[src/rtl/inst_fetch_unit.sv]
// Decoupled instruction fetch: sequential requests into a 1-cycle ROM, a small
// {pc, inst} FIFO towards decode, and redirect-driven flush/restart.
module inst_fetch_unit #(
    parameter logic [31:0] STARTADDR = 32'd0,
    parameter int          DEPTH     = 4
) (
    input  logic                       clk,
    input  logic                       reset,
    input  logic                       redirect_valid,
    input  logic [31:0]                redirect_pc,
    output logic                       irom_en,
    output logic [31:0]                irom_addr,
    input  logic [31:0]                irom_inst,
    output logic                       out_valid,
    input  logic                       out_ready,
    output logic [31:0]                out_pc,
    output logic [31:0]                out_inst,
    output logic [$clog2(DEPTH):0]     buf_count
);

    localparam int PW = $clog2(DEPTH);
    localparam int CW = PW + 1;

    logic [31:0]   fetch_pc_reg, fetch_pc_next;
    logic [31:0]   req_pc_reg, req_pc_next;
    logic          inflight_reg, inflight_next;
    logic          kill_reg, kill_next;
    logic [PW-1:0] wr_ptr_reg, wr_ptr_next;
    logic [PW-1:0] rd_ptr_reg, rd_ptr_next;
    logic [CW-1:0] count_reg, count_next;

    logic          pop;
    logic          push;
    logic          issue;
    logic [CW:0]   occupancy;
    logic [CW:0]   limit;

    logic [31:0]   pc_mem   [DEPTH];
    logic [31:0]   inst_mem [DEPTH];

    // Reset is folded in so nothing is offered to decode or the ROM while it is held.
    assign out_valid = !reset && !redirect_valid && (count_reg != '0);
    assign pop       = out_valid && out_ready;

    // Entries already held plus the one in flight, net of this cycle's pop, must leave a free slot.
    assign occupancy = {1'b0, count_reg} + {{CW{1'b0}}, inflight_reg};
    assign limit     = (CW+1)'(DEPTH) + {{CW{1'b0}}, pop};
    assign issue     = !reset && !redirect_valid && (occupancy < limit);

    assign push      = inflight_reg && !kill_reg && !redirect_valid;

    assign irom_en   = issue;
    assign irom_addr = fetch_pc_reg;
    assign out_pc    = pc_mem[rd_ptr_reg];
    assign out_inst  = inst_mem[rd_ptr_reg];
    assign buf_count = count_reg;

    always_comb begin
        fetch_pc_next = fetch_pc_reg;
        req_pc_next   = req_pc_reg;
        inflight_next = issue;
        kill_next     = 1'b0;
        wr_ptr_next   = wr_ptr_reg;
        rd_ptr_next   = rd_ptr_reg;
        count_next    = count_reg;

        if (redirect_valid) begin
            fetch_pc_next = redirect_pc & 32'hFFFF_FFFC;
            kill_next     = inflight_reg;
            wr_ptr_next   = '0;
            rd_ptr_next   = '0;
            count_next    = '0;
        end else begin
            if (issue) begin
                fetch_pc_next = fetch_pc_reg + 32'd4;
                req_pc_next   = fetch_pc_reg;
            end
            if (push) begin
                wr_ptr_next = wr_ptr_reg + PW'(1);
            end
            if (pop) begin
                rd_ptr_next = rd_ptr_reg + PW'(1);
            end
            case ({push, pop})
                2'b10:   count_next = count_reg + CW'(1);
                2'b01:   count_next = count_reg - CW'(1);
                default: count_next = count_reg;
            endcase
        end
    end

    always_ff @(posedge clk) begin
        if (reset) begin
            fetch_pc_reg <= STARTADDR;
            req_pc_reg   <= '0;
            inflight_reg <= 1'b0;
            kill_reg     <= 1'b0;
            wr_ptr_reg   <= '0;
            rd_ptr_reg   <= '0;
            count_reg    <= '0;
        end else begin
            fetch_pc_reg <= fetch_pc_next;
            req_pc_reg   <= req_pc_next;
            inflight_reg <= inflight_next;
            kill_reg     <= kill_next;
            wr_ptr_reg   <= wr_ptr_next;
            rd_ptr_reg   <= rd_ptr_next;
            count_reg    <= count_next;
        end
    end

    // Entries are cleared on reset so the head reads as zero rather than X.
    genvar gi;
    generate
        for (gi = 0; gi < DEPTH; gi++) begin : g_entry
            logic [31:0] pc_reg;
            logic [31:0] inst_reg;
            logic        write_en;

            assign write_en = push && (wr_ptr_reg == PW'(gi));

            always_ff @(posedge clk) begin
                if (reset) begin
                    pc_reg   <= '0;
                    inst_reg <= '0;
                end else if (write_en) begin
                    pc_reg   <= req_pc_reg;
                    inst_reg <= irom_inst;
                end
            end

            assign pc_mem[gi]   = pc_reg;
            assign inst_mem[gi] = inst_reg;
        end
    endgenerate

endmodule

[config.mk]
export PLATFORM = sky130hd
export DESIGN_NAME = inst_fetch_unit
export DESIGN_NICKNAME = d
export VERILOG_FILES = /design/src/rtl/inst_fetch_unit.sv
export SDC_FILE = /design/constraint.sdc
export NUM_CORES = 1
export LEC_CHECK = 0
export ABC_AREA = 1
export CAP_MARGIN = 30
export CORE_MARGIN = 5
export CORE_UTILIZATION = 25
export CTS_CLUSTER_SIZE = 20
export DETAILED_ROUTE_END_ITERATION = 6
export PLACE_DENSITY = 0.46
export SLEW_MARGIN = 25
export SYNTH_ARGS = -nofsm -noshare
export SYNTH_HDL_FRONTEND = slang
export SYNTH_SLANG_ARGS = --single-unit
[constraint.sdc]
create_clock -name clk -period 5.75 [get_ports clk]
set_input_delay 1.4375 -clock clk [delete_from_list [all_inputs] [get_ports clk]]
set_output_delay 1.4375 -clock clk [all_outputs]
set_load 0.01 [all_outputs]
==> impl_metrics.ini, run 1 <==
[power]
clkPwrFrac = 0.481
intPower_mw = 3.98
p_per_area_nw_per_um2 = 301
cellLeakagePower_nw = 6.43
p_sw_frac = 0.241
p_sw_mw = 1.27
p_comb_frac = 0.079
sequentialPowerShare = 0.440
worst_ir_drop_vdd_mv = 0.155

[die]
row_count = 86
start_util = 0.253
die_x_um = 246
boundaryPins = 169
core_um2 = 55200
dieArea_um2 = 60700
die_h_um = 246

[yosys]
synth_cells = 2025
synth_top_area_frac = 0.454
syn-cell-area_um2 = 14000
synth-edff-count = 0
synth_top_cell_by_area = dfxtp_1
synth_fa_ha_area_frac = 0.00859
synth_top_family_by_area = simple AND/OR/NAND/NOR gates
synth_seq_cells = 317
synth_warnings = 0
async_flop_share = 0
synth_flop_cell = dfxtp_1
seq_area_frac_synth = 0.454
synth_xor_area_frac = 0.00501
synthMuxAreaShare = 0
synth-simple-area-share = 0.268
ys_types = 33
synth_compound_area_frac = 0.198
synthTopCellsByArea = dfxtp_1, nor2_1, o21ai_0
synth.avg_cell_area_um2 = 6.90

[grt]
grt_use_met2 = 0.252
antenna_found_initial = 0
grtUsageMet1 = 0.211
grt_pass1_vias = 13000
grt_usage = 0.156
grt_overflow = 0
grt_pass1_wl_um = 75000
grt_max_degree = 184
top_usage_layer = met2
grt_use_met3 = 0.0344

[route]
drt_first_iter_violations = 852
route.vias.total = 13500
wl_per_cell_um = 16.7
remaining_drc_errors = 0
vias_per_cell = 4.66
ant_nets = 0
drtPass1Iterations = 5
wirelength_um = 48400

[final_layout]
design_area_um2 = 17400
final_common_cell = nor2_1
n_antenna_cell = 0
num-nets-final = 2192
final_cell_mix = nor2_1, o21ai_0, dfxtp_1
synthToLayoutAreaGrowth_pct = 24.6
drive_gt1_frac = 0.0583
multiInputGateArea_um2 = 6720
largest_reg_flops = 128
fillers = 5951
seqCellArea_um2 = 6350

[status]
status = finished, final reports clean

[clock_network]
holdBufCountCts = 0
clkTransAtPathRegs_ns = 0.06
numClockSinks = 317
cts_tree = yes
clock_latency_ns = 0.55
postCtsSetupBuffers = 0
clockBufferDepth = 3
post_cts_resized = 0
cts_buffers = 39
cts.htree.levels = 2
root_buffer = clkbuf_16

[place]
place_hpwl_um = 29000
place_congestion = 0.791
place_area_um2 = 16100
numPortBuffers = 162

[critical_path]
worstPathMaxFanout = 9
ff2ff_path_depth = 10
worst_path_max_delay_cell = clkdlybuf4s50_1
cpMostUsedCell = clkdlybuf4s50_1
cpPeakStageDelay_ns = 0.54
critPathLaunch = reset
crit_arrival_ns = 3.12
r2r-start = inflight_reg
crit_type = input port to primary output
end_kind = primary output
start_kind = input port
worstPathRequired_ns = 4.31
path_cells = clkdlybuf4s50_1 -> nor2_8 -> nand4_2 -> nand2_2 -> nand2_4 -> inv_2 -> clkdlybuf4s50_1

[min_path]
hold_depth = 2
hp-start = inflight_reg
hp-class = flop to flop

[flow_run]
maxCapViolations = 0

[sta]
fin_skew_ns = 0.0106
setup_viol = 0
fin_crit_ns = 4.56
final.setup.tns_ns = 0
drv_slew = 0
rsz0062_at_grt = false
slew_headroom = 0.400
finalHoldViolations = 0
worstMarginPinSlew_ns = 0.900
fin_crit_sh = 0.793
fmax_mhz = 219
metrics by stage:
step           hold slack [ns]  setup slack [ns]   util  cells  power, mW
3_3_place_gp             0.454              1.17  0.291   2822       2.78
5_1_grt                  0.485              1.07  0.316   2892       5.49
6_report                 0.461              1.19  0.316   2892       5.25
2_1_floorplan            0.434              2.04      -   2028       2.57
3_5_place_dp             0.453              1.17  0.292   2822       2.78
4_1_cts                  0.461              1.16  0.316   2892       5.34
worst max-delay path: cells and delay by family:
kind | cells | cell delay (ns)
buffers and inverters | 3 | 1.12
AND/OR/NAND/NOR | 4 | 0.56
cell families after synthesis:
group	count (synthesis)
other	1
AOI/OAI and AO/OA	529
and+or+nand+nor	958
xor gates and xnor gates	8
DFF	317
buffers and inverters	203
adders and majority gates	9
worst paths after layout:
path / to / slack [ns]
worst min-delay path: kill_reg / 0.46
worst min register to register: kill_reg / 0.46
worst max register to register: g_entry[2].inst_reg[28] / 3.39
worst max-delay path: irom_en / 1.19
Yosys cell counts (all sizes together), types with 3 or more instances:
master  count
a21oi      47
buf        51
clkbuf     93
dfxtp     317
ha          8
inv        58
nand2     168
nand3      56
nand4       4
nor2      726
o21ai     414
o21bai      3
o22ai      62
xnor2       5
xor2        3
per-layer routing:
| layer | vias to the layer above | part of all wire |
|---|---|---|
| met4 | 0 | 0.020 |
| met5 | - | 0 |
| li1 | 6789 | - |
| met1 | 6275 | 0.47 |
| met3 | 62 | 0.059 |
| met2 | 350 | 0.45 |
final cells by class:
type / instances / area share
clock buffers: 58 / 0.0695
clock inverters: 12 / 0.00668
inverters: 59 / 0.0133
multi-input cells: 1508 / 0.386
flip-flops and latches: 317 / 0.365
well taps: 748 / 0.0537
repair buffers: 190 / 0.107
power groups by stage:
stage | Sequential, mW | Clock [mW] | Combinational [mW]
after floorplan | 2.34 | 0 | 0.228
after global placement | 2.36 | 0 | 0.418
after detailed placement | 2.36 | 0 | 0.421
after CTS | 2.31 | 2.61 | 0.423
after global routing | 2.32 | 2.70 | 0.470
final | 2.31 | 2.52 | 0.417
Power figures use the tool's default switching activity.
==> run 2, diff against run 1 <==
Settings changed: PLACE_DENSITY 0.46 to 0.48.
Clock period 5.75 ns to 3.9 ns, I/O delays scaled along.
==> impl_metrics.ini, run 2 (same netlist as run 1, synthesis figures left out) <==
[status]
status = finished, final reports clean

[final_layout]
final_cell_mix = nor2_1, o21ai_0, dfxtp_1
stdcell_count = 2898
final_common_cell = nor2_1
largest_reg_flops = 128
synthToLayoutAreaGrowth_pct = 26.2
design_area_um2 = 17600
num-nets-final = 2197
drive_gt1_frac = 0.0591
postLayoutCoreUtil = 0.320

[min_path]
hold_end = kill_reg
hp-class = flop to flop
hp-start = inflight_reg
hold_depth = 2

[sta]
fin_crit_sh = 0.934
finalHoldViolations = 0
worstMarginPinSlew_ns = 0.700
final.setup.tns_ns = 0
setup_slack_ns = 0.259
fmax_mhz = 275
setup_viol = 0
drv_slew = 0
fin_skew_ns = 0.0123
fin_crit_ns = 3.64
rsz0062_at_grt = false
slew_headroom = 0.533

[critical_path]
start_kind = flop
path_cells = inv_4 -> buf_12 -> o21ai_0 -> o22ai_1 -> clkdlybuf4s50_1
r2r_setup_slack_ns = 1.56
r2r-start = buf_count[0]
cpPeakStageDelay_ns = 0.59
crit_arrival_ns = 2.67
worst_path_max_delay_cell = clkdlybuf4s50_1
r2r_end = irom_addr[11]
ff2ff_path_depth = 10
crit_type = flop to primary output
worstPathRequired_ns = 2.92
end_kind = primary output
worstPathMaxFanout = 49

[grt]
grt_pass1_vias = 12600
grt_max_degree = 87
grt_pass1_wl_um = 74800
antenna_found_initial = 1
grt_overflow = 0
grt_usage = 0.155

[route]
route.vias.total = 13600
ant_nets = 0
wirelength_um = 48600
drtPass1Iterations = 5
drt_first_iter_violations = 1161
remaining_drc_errors = 0
vias_per_cell = 4.69
wl_per_cell_um = 16.8

[place]
place_hpwl_um = 29500
pre_cts_slack_ns = 0.246
place_congestion = 0.800
placed_cells = 2828
numPortBuffers = 162
place_area_um2 = 16300

[clock_network]
numClockSinks = 317
holdBufCountCts = 0
cts.htree.levels = 2
cts_tree = yes
clockBufferDepth = 3
clkTransAtPathRegs_ns = 0.06
cts_buffers = 38
postCtsSetupBuffers = 0
clock_latency_ns = 0.55
root_buffer = clkbuf_16
post_cts_resized = 0

[power]
worst_ir_drop_vdd_mv = 0.293
cellLeakagePower_nw = 6.51
p_per_area_nw_per_um2 = 439

[die]
die_h_um = 246
row_count = 86
die_x_um = 246
boundaryPins = 169
start_util = 0.253
core_um2 = 55200
dieArea_um2 = 60700

[flow_run]
maxCapViolations = 0
## run 2: cell count changes in the layout (fill, tap and decap cells not counted)
cell and delta:
buf_12 +15, buf_4 -9, clkbuf_1 +3, clkinv_2 -3, clkinv_4 +1, clkinvlp_4 -1
diode_2 +1, inv_8 -1
## run 2: report_power, final
part           internal (mW)  total, mW  switching (mW)
registers               3.32       3.41          0.0901
clock network           2.28       3.71            1.43
logic                  0.280      0.620           0.341
## run 2: worst max path at each step
stage | start | cells after the start | to
final | rd_ptr_reg[0] | 5 | out_inst[10]
after global routing | rd_ptr_reg[0] | 5 | out_inst[10]
after CTS | rd_ptr_reg[0] | 5 | out_inst[0]
after detailed placement | reset | 7 | irom_en
after global placement | reset | 7 | irom_en
after floorplan | redirect_valid | 13 | buf_count[2]
## run 2: critical path: cells and delay by family, from the launching register on
kind                   cells  cell delay, ns
buffers and inverters      3            1.27
flip-flops                 1            0.45
AO/OA/AOI/OAI              2            0.34
## run 2: routing by layer
metal / vias to the layer above / part of all wire / wire, µm / track usage
met5: - / 0 / 0 / 0
met3: 54 / 0.063 / 3080 / 0.0337
li1: 6803 / - / - / -
met1: 6355 / 0.47 / 22600 / 0.215
met4: 0 / 0.019 / 946 / 0.0374
met2: 382 / 0.45 / 22000 / 0.247
## run 2: area by class of cell
class	count	area [µm²]
multi-input cells	1508	6720
inverters	59	229
flip-flops and latches	317	6350
well taps	748	936
clock buffers	61	1220
clock inverters	8	93.8
fillers	5961	37600
diodes	1	2.50
repair buffers	196	2090
## run 2: stage by stage
step	power (mW)	hold WS [ns]
2_1_floorplan	3.79	0.434
3_3_place_gp	4.10	0.456
3_5_place_dp	4.11	0.458
4_1_cts	7.86	0.467
5_1_grt	8.06	0.494
6_report	7.74	0.460
